`src/rtl/pipe_hazard_ctrl.sv`:
```
// Stall/flush sequencer for the 5-stage pipeline. Priority: mem wait > mispredict > load-use > send-full > interrupt.
// Controls are combinational from registered state and current inputs. State, counters and flags update on posedge clk.
module pipe_hazard_ctrl #(
    parameter int CNT_W  = 16,
    parameter int MEM_TO = 255
) (
    input  logic             clk,
    input  logic             rst,
    input  logic [3:0]       id_p0_addr,
    input  logic [3:0]       id_p1_addr,
    input  logic             id_use_p0,
    input  logic             id_use_p1,
    input  logic             ex_mem_re,
    input  logic [3:0]       ex_dst_addr,
    input  logic             ex_send,
    input  logic             spart_full,
    input  logic             mispredict,
    input  logic             mem_busy,
    input  logic             accel_busy,
    input  logic             int_req,
    output logic             pc_hold,
    output logic             stall_if_id,
    output logic             flush_if_id,
    output logic             stall_id_ex,
    output logic             flush_id_ex,
    output logic             store_current,
    output logic             stall_ex_mem,
    output logic             accelerator_stall,
    output logic             int_ack,
    output logic             mem_timeout,
    output logic [CNT_W-1:0] stall_cycles
);

    typedef enum logic [1:0] {
        ST_RUN     = 2'd0,
        ST_MEMWAIT = 2'd1,
        ST_INTSAVE = 2'd2
    } state_t;

    localparam int            BW       = 10;
    localparam logic [BW-1:0] MEM_TO_V = BW'(MEM_TO);

    state_t            r_state;
    logic              r_int_pend;
    logic [BW-1:0]     r_busy_cnt;
    logic              r_mem_timeout;
    logic [CNT_W-1:0]  r_stall_cycles;

    logic              w_loaduse;
    logic              w_sendfull;
    logic              w_pc_hold;
    logic              w_stall_if_id;
    logic              w_flush_if_id;
    logic              w_stall_id_ex;
    logic              w_flush_id_ex;
    logic              w_store_current;
    logic              w_stall_ex_mem;
    logic              w_accel_stall;
    logic              w_int_ack;
    logic [BW-1:0]     w_busy_nxt;
    state_t            w_next_state;

    // Register 0 is hard-wired zero, so a load targeting it can never create a hazard.
    assign w_loaduse  = ex_mem_re && (ex_dst_addr != 4'd0) &&
                        ((id_use_p0 && (id_p0_addr == ex_dst_addr)) ||
                         (id_use_p1 && (id_p1_addr == ex_dst_addr)));
    assign w_sendfull = ex_send && spart_full;

    // MEMWAIT with mem_busy low behaves exactly like RUN, so only INTSAVE needs its own branch.
    always_comb begin
        w_pc_hold       = 1'b0;
        w_stall_if_id   = 1'b0;
        w_flush_if_id   = 1'b0;
        w_stall_id_ex   = 1'b0;
        w_flush_id_ex   = 1'b0;
        w_store_current = 1'b0;
        w_stall_ex_mem  = 1'b0;
        w_accel_stall   = 1'b0;
        w_int_ack       = 1'b0;
        w_next_state    = ST_RUN;
        if (mem_busy) begin
            w_pc_hold      = 1'b1;
            w_stall_if_id  = 1'b1;
            w_stall_id_ex  = 1'b1;
            w_stall_ex_mem = 1'b1;
            w_accel_stall  = accel_busy;
            w_next_state   = ST_MEMWAIT;
        end else if (r_state == ST_INTSAVE) begin
            w_store_current = 1'b1;
            w_flush_if_id   = 1'b1;
            w_int_ack       = 1'b1;
        end else if (mispredict) begin
            w_flush_if_id = 1'b1;
            w_flush_id_ex = 1'b1;
        end else if (w_loaduse) begin
            w_pc_hold     = 1'b1;
            w_stall_if_id = 1'b1;
            w_flush_id_ex = 1'b1;
        end else if (w_sendfull) begin
            w_pc_hold     = 1'b1;
            w_stall_if_id = 1'b1;
            w_stall_id_ex = 1'b1;
        end else if (r_int_pend) begin
            w_next_state = ST_INTSAVE;
        end
    end

    assign w_busy_nxt = !mem_busy                 ? '0 :
                        (r_busy_cnt == MEM_TO_V)  ? r_busy_cnt :
                                                    r_busy_cnt + 1'b1;

    always_ff @(posedge clk or posedge rst) begin
        if (rst) begin
            r_state        <= ST_RUN;
            r_int_pend     <= 1'b0;
            r_busy_cnt     <= '0;
            r_mem_timeout  <= 1'b0;
            r_stall_cycles <= '0;
        end else begin
            r_state    <= w_next_state;
            // A request arriving during the accepted save cycle is absorbed by that entry.
            r_int_pend <= w_int_ack ? 1'b0 : (r_int_pend | int_req);
            r_busy_cnt <= w_busy_nxt;
            if (mem_busy && (w_busy_nxt == MEM_TO_V))
                r_mem_timeout <= 1'b1;
            if (w_pc_hold && !(&r_stall_cycles))
                r_stall_cycles <= r_stall_cycles + 1'b1;
        end
    end

    // Combinational controls are forced low while reset is held.
    assign pc_hold           = w_pc_hold       & ~rst;
    assign stall_if_id       = w_stall_if_id   & ~rst;
    assign flush_if_id       = w_flush_if_id   & ~rst;
    assign stall_id_ex       = w_stall_id_ex   & ~rst;
    assign flush_id_ex       = w_flush_id_ex   & ~rst;
    assign store_current     = w_store_current & ~rst;
    assign stall_ex_mem      = w_stall_ex_mem  & ~rst;
    assign accelerator_stall = w_accel_stall   & ~rst;
    assign int_ack           = w_int_ack       & ~rst;
    assign mem_timeout       = r_mem_timeout;
    assign stall_cycles      = r_stall_cycles;

endmodule

```
`config.mk`:
```
export PLATFORM = sky130hd
export DESIGN_NAME = pipe_hazard_ctrl
export DESIGN_NICKNAME = d
export VERILOG_FILES = /design/src/rtl/pipe_hazard_ctrl.sv
export SDC_FILE = /design/constraint.sdc
export NUM_CORES = 1
export LEC_CHECK = 0
export ABC_AREA = 1
export CAP_MARGIN = 10
export CORE_MARGIN = 3
export CORE_UTILIZATION = 45
export DETAILED_ROUTE_END_ITERATION = 10
export GPL_ROUTABILITY_DRIVEN = 0
export PLACE_DENSITY = 0.81
export REMOVE_ABC_BUFFERS = 1
export SLEW_MARGIN = 5
export SYNTH_ARGS = -nofsm -noshare
export SYNTH_HDL_FRONTEND = slang
export SYNTH_SLANG_ARGS = --single-unit
```
`constraint.sdc`:
```
create_clock -name clk -period 2.4 [get_ports clk]
set_clock_uncertainty 0.1 [all_clocks]
set_input_delay 0.6 -clock clk [delete_from_list [all_inputs] [get_ports clk]]
set_output_delay 0.6 -clock clk [all_outputs]
set_load 0.05 [all_outputs]
```
==> impl_metrics.py, run 1 <==
metrics = {
    "die": {
        "start_util_pct": 48.46,
        "dieHeight_um": 73.03,
        "rows": 23,
        "core_um2": 4173,
        "io_pins": 49,
        "die-area_um2": 5333,
        "die_x_um": 73.03,
    },
    "route": {
        "drtAntennaViolNets": 0,
        "drtIter0Drc": 96,
        "vias_per_cell": 4.981,
        "wire_per_inst_um": 14.06,
        "drc": 0,
        "drt_pass1_iterations": 4,
        "wl_um": 5890,
        "routed-via-count": 2087,
    },
    "finish": {
        "fin_nets": 393,
        "fin_cells": 419,
        "drive_gt1_share_pct": 27.10,
        "nFillCells": 291,
        "seqCellArea_um2": 750.7,
        "multiInputGateArea_um2": 1155,
        "antenna_cells": 0,
        "syn_to_final_growth_pct": 53.59,
        "final_area_um2": 3105,
    },
    "timing": {
        "period_share_pct": 106.4,
        "finalMaxSlewViolations": 0,
        "tightest_slew_ns": 0.5024,
        "fmax_mhz": 391.6,
        "setup_viol": 5,
        "maxSlewHeadroom_pct": 66.40,
        "setup_slack_ns": -0.1539,
        "finalCriticalPeriod_ns": 2.554,
        "hold_viol": 0,
        "grt_setup_unrepaired": "yes",
    },
    "worst_hold_path": {
        "hold_depth": 2,
        "hold_path_class": "reg -> reg",
        "whs_endpoint": "mem_timeout$_DFFE_PP0P_",
        "hold_start": "mem_timeout$_DFFE_PP0P_",
    },
    "clocking": {
        "holdBufCountCts": 0,
        "cts_buffers": 5,
        "h-tree-depth": 2,
        "clockBufferDepth": 2,
        "clk_latency_ns": 0.28,
        "clk_transition_reported_paths_ns": 0.07,
        "root_buffer": "clkbuf_8",
        "cts.sinks": 30,
        "cts_tree": "built",
    },
    "placed_design": {
        "postPlaceCellArea_um2": 2750,
        "dp_cells": 399,
        "dp_hpwl_um": 3662,
        "portBuffers": 48,
    },
    "logic_synthesis": {
        "synth-edff-count": 0,
        "synth_ff_type": "dfrtp_1",
        "seq_area_frac_synth_pct": 37.13,
        "avgSynthCellArea_um2": 6.924,
        "ys_ff_latch": 30,
        "synth_area_um2": 2022,
        "yosys.area_share.simple_pct": 39.54,
        "synthDistinctLibCells": 28,
        "syn_inst": 292,
        "ys.warnings.count": 0,
        "async_flop_share_pct": 100.0,
        "synth_xor_area_share_pct": 8.230,
        "synth_fa_ha_area_share_pct": 1.238,
        "synth_compound_area_share_pct": 2.847,
        "synth_mux_area_share_pct": 0,
        "synth_top_family_by_area": "simple AND/OR/NAND/NOR gates",
    },
    "critical_path": {
        "critPathCaptureType": "flop",
        "crit_required_ns": 2.50,
        "reg2reg_from": "stall_cycles[0]$_DFFE_PP0P_",
        "path_cells": "buf_8 > buf_4 > nor3_2 > a21boi_4 > nand2_2 > nand2_2 > buf_6 > buf_4 > buf_4 > buf_4 > buf_4 > buf_4 > buf_4 > buf_4 > buf_4 > buf_4 > nor2_2",
        "worst_r2r_endpoint": "stall_cycles[4]$_DFFE_PP0P_",
        "crit_arrival_ns": 2.66,
        "critPathMaxFanout": 5,
        "reg2regPathDepth": 9,
        "max_stage_delay_ns": 0.23,
        "cp_slowest_cell": "nor3_2",
        "cp_common_cell": "buf_4",
        "worstSetupPathType": "in -> reg",
        "rrSetupSlack_ns": 0.36,
        "setup.worst_path.start_class": "input port",
    },
    "power_and_ir_drop": {
        "switching_share_pct": 33.02,
        "peakVddDrop_v": 0.0006738,
        "power_switching_mw": 0.6064,
        "combPwrFrac_pct": 31.9,
        "pwr_density_cell_nw_per_um2": 591.3,
        "p_int_mw": 1.230,
        "pwr-share-seq_pct": 33.4,
        "p_leak_nw": 1.563,
        "power.share.clock_pct": 34.8,
    },
    "global_route": {
        "overflow": 0,
        "track_usage_pct": 22.84,
        "grt_first_pass_wirelength_um": 9515,
        "grt_max_degree": 31,
        "antenna_found_initial": 0,
        "grt_pass1_vias": 2106,
    },
    "job": {
        "drv_cap": 0,
    },
    "status": {
        "failed_checks": "setup timing",
        "status": "finished with violations",
    },
}
## cells in the final DEF (no fill, tap or decap), drive strengths merged
cell,Yosys,final
a21boi,1,1
a21oi,4,4
a31o,1,1
buf,6,51
bufinv,0,2
clkbuf,3,7
clkdlybuf4s50,0,23
dfrtp,30,30
dlygate4sd2,0,2
dlymetal6s2s,0,1
ha,2,2
inv,42,42
nand2,91,91
nand3,35,35
nand3b,2,2
nand4,3,3
nor2,38,38
nor3,10,10
o21ai,3,3
o22ai,1,1
or3b,1,1
xnor2,8,8
xor2,11,11
## stage by stage
stage / setup slack, ns / TNS, ns / hold slack [ns] / power, mW / utilization [%]
after floorplan: -1.040 / -5.415 / 0.3610 / 0.9295 / -
final: -0.1539 / -0.5898 / 0.3679 / 1.836 / 74.42
after CTS: -0.05653 / -0.1344 / 0.3709 / 1.821 / 71.78
after global routing: -0.2014 / -0.8731 / 0.4116 / 1.923 / 74.42
after global placement: -0.4718 / -2.386 / 0.3511 / 1.140 / 65.91
after detailed placement: -0.5428 / -3.776 / 0.3529 / 1.151 / 65.91
## layout make-up
class | instances | area share, %
Sequential cell | 30 | 24.17
Clock buffer | 6 | 2.659
Inverter | 42 | 5.318
Multi-Input combinational cell | 211 | 37.19
Timing Repair Buffer | 78 | 26.71
Tap cell | 50 | 2.015
Clock inverter | 2 | 1.934
## flip-flops by register name, indices dropped and copies added (netlist names)
register and flops:
stall_cycles 16, r_int_pend 1, r_state 2, r_busy_cnt 10, mem_timeout 1
## cells by family after synthesis
family                     after synthesis
DFF                                     30
adders and majority gates                2
buffers and inverters                   51
AOI/OAI and AO/OA                       10
and+or+nand+nor                        180
xor gates and xnor gates                19
## synthesized netlist by cell type (2+ instances only)
master	n	area, µm²
a21oi_1	4	20.02
inv_2	3	11.26
buf_6	3	33.78
o21ai_0	2	10.01
nand2_1	87	326.6
dfrtp_1	30	750.7
nand3_1	35	175.2
nand2_2	2	12.51
nor2_1	37	138.9
nand3b_1	2	15.01
clkbuf_1	3	11.26
inv_1	39	146.4
xor2_1	11	96.34
nor3_1	9	45.04
buf_4	2	15.01
xnor2_1	8	70.07
nand4_1	3	18.77
ha_1	2	25.02
## worst max-delay path by stage
stage                    from                   end  cells past startpoint
2_1_floorplan             rst               int_ack                      3
3_3_place_gp   ex_dst_addr[1]               pc_hold                     13
3_5_place_dp   ex_dst_addr[3]           stall_if_id                     13
4_1_cts        ex_dst_addr[3]           stall_if_id                     13
5_1_grt         id_p1_addr[3]           stall_if_id                     13
6_report       ex_dst_addr[1]  r_state[1]$_DFF_PP0_                     17
## routing by layer
| layer | GRT usage, % | vias to the layer above | share of wire, % |
|---|---|---|---|
| met1 | 27.92 | 980 | 41 |
| met4 | 8.811 | 0 | 2.1 |
| met2 | 39.13 | 38 | 54 |
| li1 | - | 1056 | - |
| met5 | 0 | - | 0 |
| met3 | 4.683 | 13 | 2.9 |
## power by group through the flow
stage	registers, mW	logic [mW]	clock network, mW
4_1_cts	0.612	0.557	0.652
3_3_place_gp	0.618	0.522	0
6_report	0.613	0.585	0.638
2_1_floorplan	0.737	0.192	0
3_5_place_dp	0.619	0.532	0
5_1_grt	0.623	0.626	0.673
## critical path, delay by kind of cell
| kind | cells | cell delay [ns] |
|---|---|---|
| buf+inv | 12 | 1.46 |
| compound gates | 1 | 0.09 |
| simple gates | 4 | 0.53 |
## timing repair
| item | in CTS | in global routing |
|---|---|---|
| setup endpoints to repair | 7 | 9 |
| setup buffers | 10 | 3 |
| pin swaps | 24 | 17 |
| gates cloned | 0 | 0 |
| resized for setup | 81 | 28 |
(Power assumes the default switching activity.)
==> run 2: changes to the inputs <==
clock period = 2.5 ns   (was 2.4 ns; I/O delays follow)
==> run 2 against run 1 <==
Against the previous run:
- the flow now finishes without violations
- core utilization is 5.5 points lower
- critical endpoint is now stall_id_ex
- global-route usage is 2.6 points lower
- largest power group is now registers
- highest routed layer unchanged
- via count is 3.5% lower
- critical path depth is 12 lower
- worst hold slack better by 0.0033 ns
- routed wire length is 16% lower
- die area stayed put
==> impl_metrics.py, run 2 (same netlist as run 1, synthesis figures left out) <==
metrics = {
    "status": {
        "status": "finished clean",
    },
    "die": {
        "rows": 23,
        "dieHeight_um": 73.03,
        "start_util_pct": 48.46,
        "core_um2": 4173,
        "io_pins": 49,
        "die-area_um2": 5333,
        "die_x_um": 73.03,
    },
    "global_route": {
        "grt_first_pass_wirelength_um": 8445,
        "overflow": 0,
        "grt_max_degree": 31,
        "antenna_found_initial": 0,
        "grt_pass1_vias": 2007,
        "track_usage_pct": 20.24,
    },
    "critical_path": {
        "reg2regPathDepth": 8,
        "crit_arrival_ns": 1.75,
        "setup.worst_path.start_class": "input port",
        "critPathMaxFanout": 3,
        "worstSetupPathType": "in -> out",
        "critPathCaptureType": "output port",
        "cp_slowest_cell": "clkdlybuf4s50_1",
        "max_stage_delay_ns": 0.51,
        "path_cells": "clkdlybuf4s50_1 > nor2_2 > buf_4 > a31o_2 > buf_12",
        "crit_required_ns": 1.77,
    },
    "finish": {
        "fin_cells": 406,
        "final_common_cell": "nand2_1",
        "antenna_cells": 0,
        "syn_to_final_growth_pct": 42.33,
        "mostFrequentLayoutCells": "nand2_1, inv_1, nand3_1",
        "drive_gt1_share_pct": 21.07,
        "largest_reg_flops": 16,
        "final_util_pct": 68.97,
        "final_area_um2": 2878,
        "fin_nets": 381,
        "nFillCells": 341,
    },
    "power_and_ir_drop": {
        "p_total_mw": 1.478,
        "combPwrFrac_pct": 35.8,
        "switching_share_pct": 37.39,
        "power_switching_mw": 0.5524,
        "peakVddDrop_v": 0.0006425,
        "power.share.clock_pct": 24.7,
        "p_leak_nw": 1.444,
        "pwr_density_cell_nw_per_um2": 513.5,
        "p_int_mw": 0.9252,
        "pwr-share-seq_pct": 39.5,
    },
    "clocking": {
        "clockBufferDepth": 2,
        "root_buffer": "clkbuf_8",
        "cts_tree": "built",
        "clk_latency_ns": 0.28,
        "h-tree-depth": 2,
        "cts_buffers": 5,
        "clk_transition_reported_paths_ns": 0.06,
        "cts.sinks": 30,
    },
    "route": {
        "drc": 0,
        "vias_per_cell": 4.958,
        "drt_pass1_iterations": 5,
        "routed-via-count": 2013,
        "wl_um": 4950,
        "drtAntennaViolNets": 0,
        "wire_per_inst_um": 12.19,
        "drtIter0Drc": 88,
    },
    "placed_design": {
        "dp_cells": 398,
        "portBuffers": 48,
        "dp_hpwl_um": 3691,
        "postPlaceCellArea_um2": 2743,
        "pre_cts_ws_ns": -0.4429,
    },
    "timing": {
        "tightest_slew_ns": 0.6815,
        "tns_ns": 0,
        "holdWs_ns": 0.3712,
        "finalCriticalPeriod_ns": 2.479,
        "setup_viol": 0,
        "grt_setup_unrepaired": "yes",
        "finalMaxSlewViolations": 0,
        "maxSlewHeadroom_pct": 54.57,
        "setup_slack_ns": 0.02072,
        "period_share_pct": 99.17,
        "fmax_mhz": 403.3,
        "hold_viol": 0,
    },
    "job": {
        "drv_cap": 0,
    },
    "worst_hold_path": {
        "hold_path_class": "reg -> reg",
        "hold_depth": 2,
    },
}
==> run 2: changes by cell type in the layout (fill, tap and decap cells not counted), moves of 2 or more <==
cell,delta
nor3_1,+2
bufinv_16,-2
nor2_1,+6
clkinv_2,+2
buf_2,-2
nor2_4,-3
nor3_2,-2
buf_4,-8
nor2_2,-3
==> run 2: power groups by stage <==
stage | Combinational [mW] | Sequential [mW] | Clock [mW]
final | 0.529 | 0.584 | 0.365
after global routing | 0.564 | 0.592 | 0.396
after CTS | 0.517 | 0.584 | 0.377
after detailed placement | 0.519 | 0.591 | 0
after global placement | 0.510 | 0.591 | 0
after floorplan | 0.184 | 0.708 | 0
==> run 2: final timing paths <==
check,slack (ns),start,to
setup / recovery,0.02,mispredict,stall_id_ex
hold / removal,0.37,mem_timeout$_DFFE_PP0P_,mem_timeout$_DFFE_PP0P_
setup reg to reg,0.31,stall_cycles[1]$_DFFE_PP0P_,stall_cycles[12]$_DFFE_PP0P_
hold reg to reg,0.37,mem_timeout$_DFFE_PP0P_,mem_timeout$_DFFE_PP0P_
max in group asynchronous,1.32,rst,mem_timeout$_DFFE_PP0P_
min in group asynchronous,0.70,rst,r_state[1]$_DFF_PP0_
==> run 2: per-layer routing <==
layer | vias to the layer above | global-route usage (%) | wire [µm]
li1 | 1028 | - | -
met1 | 920 | 24.78 | 2095
met2 | 56 | 34.16 | 2543
met3 | 9 | 4.408 | 213
met4 | 0 | 8.402 | 97
met5 | - | 0 | 0
==> run 2: layout make-up <==
type,count,area (µm²),share of cell area [%]
multi-input combinational,211,1089,37.83
sequential,30,750.7,26.09
timing repair buffer,66,732.0,25.43
inverter,42,165.2,5.739
clock buffer,5,68.82,2.391
tap,50,62.56,2.174
clock inverter,2,10.01,0.3478
==> run 2: worst max-delay path: cells and delay by family <==
kind,cells,cell delay [ns]
simple gates,1,0.07
buf+inv,3,0.81
compound gates,1,0.24
==> run 2: repair_timing <==
action / CTS / global route
hold buffers: 0 / 0
setup buffers: 0 / 1
resized for setup: 61 / 26
setup endpoints to repair: 4 / 6
pin swaps: 21 / 17
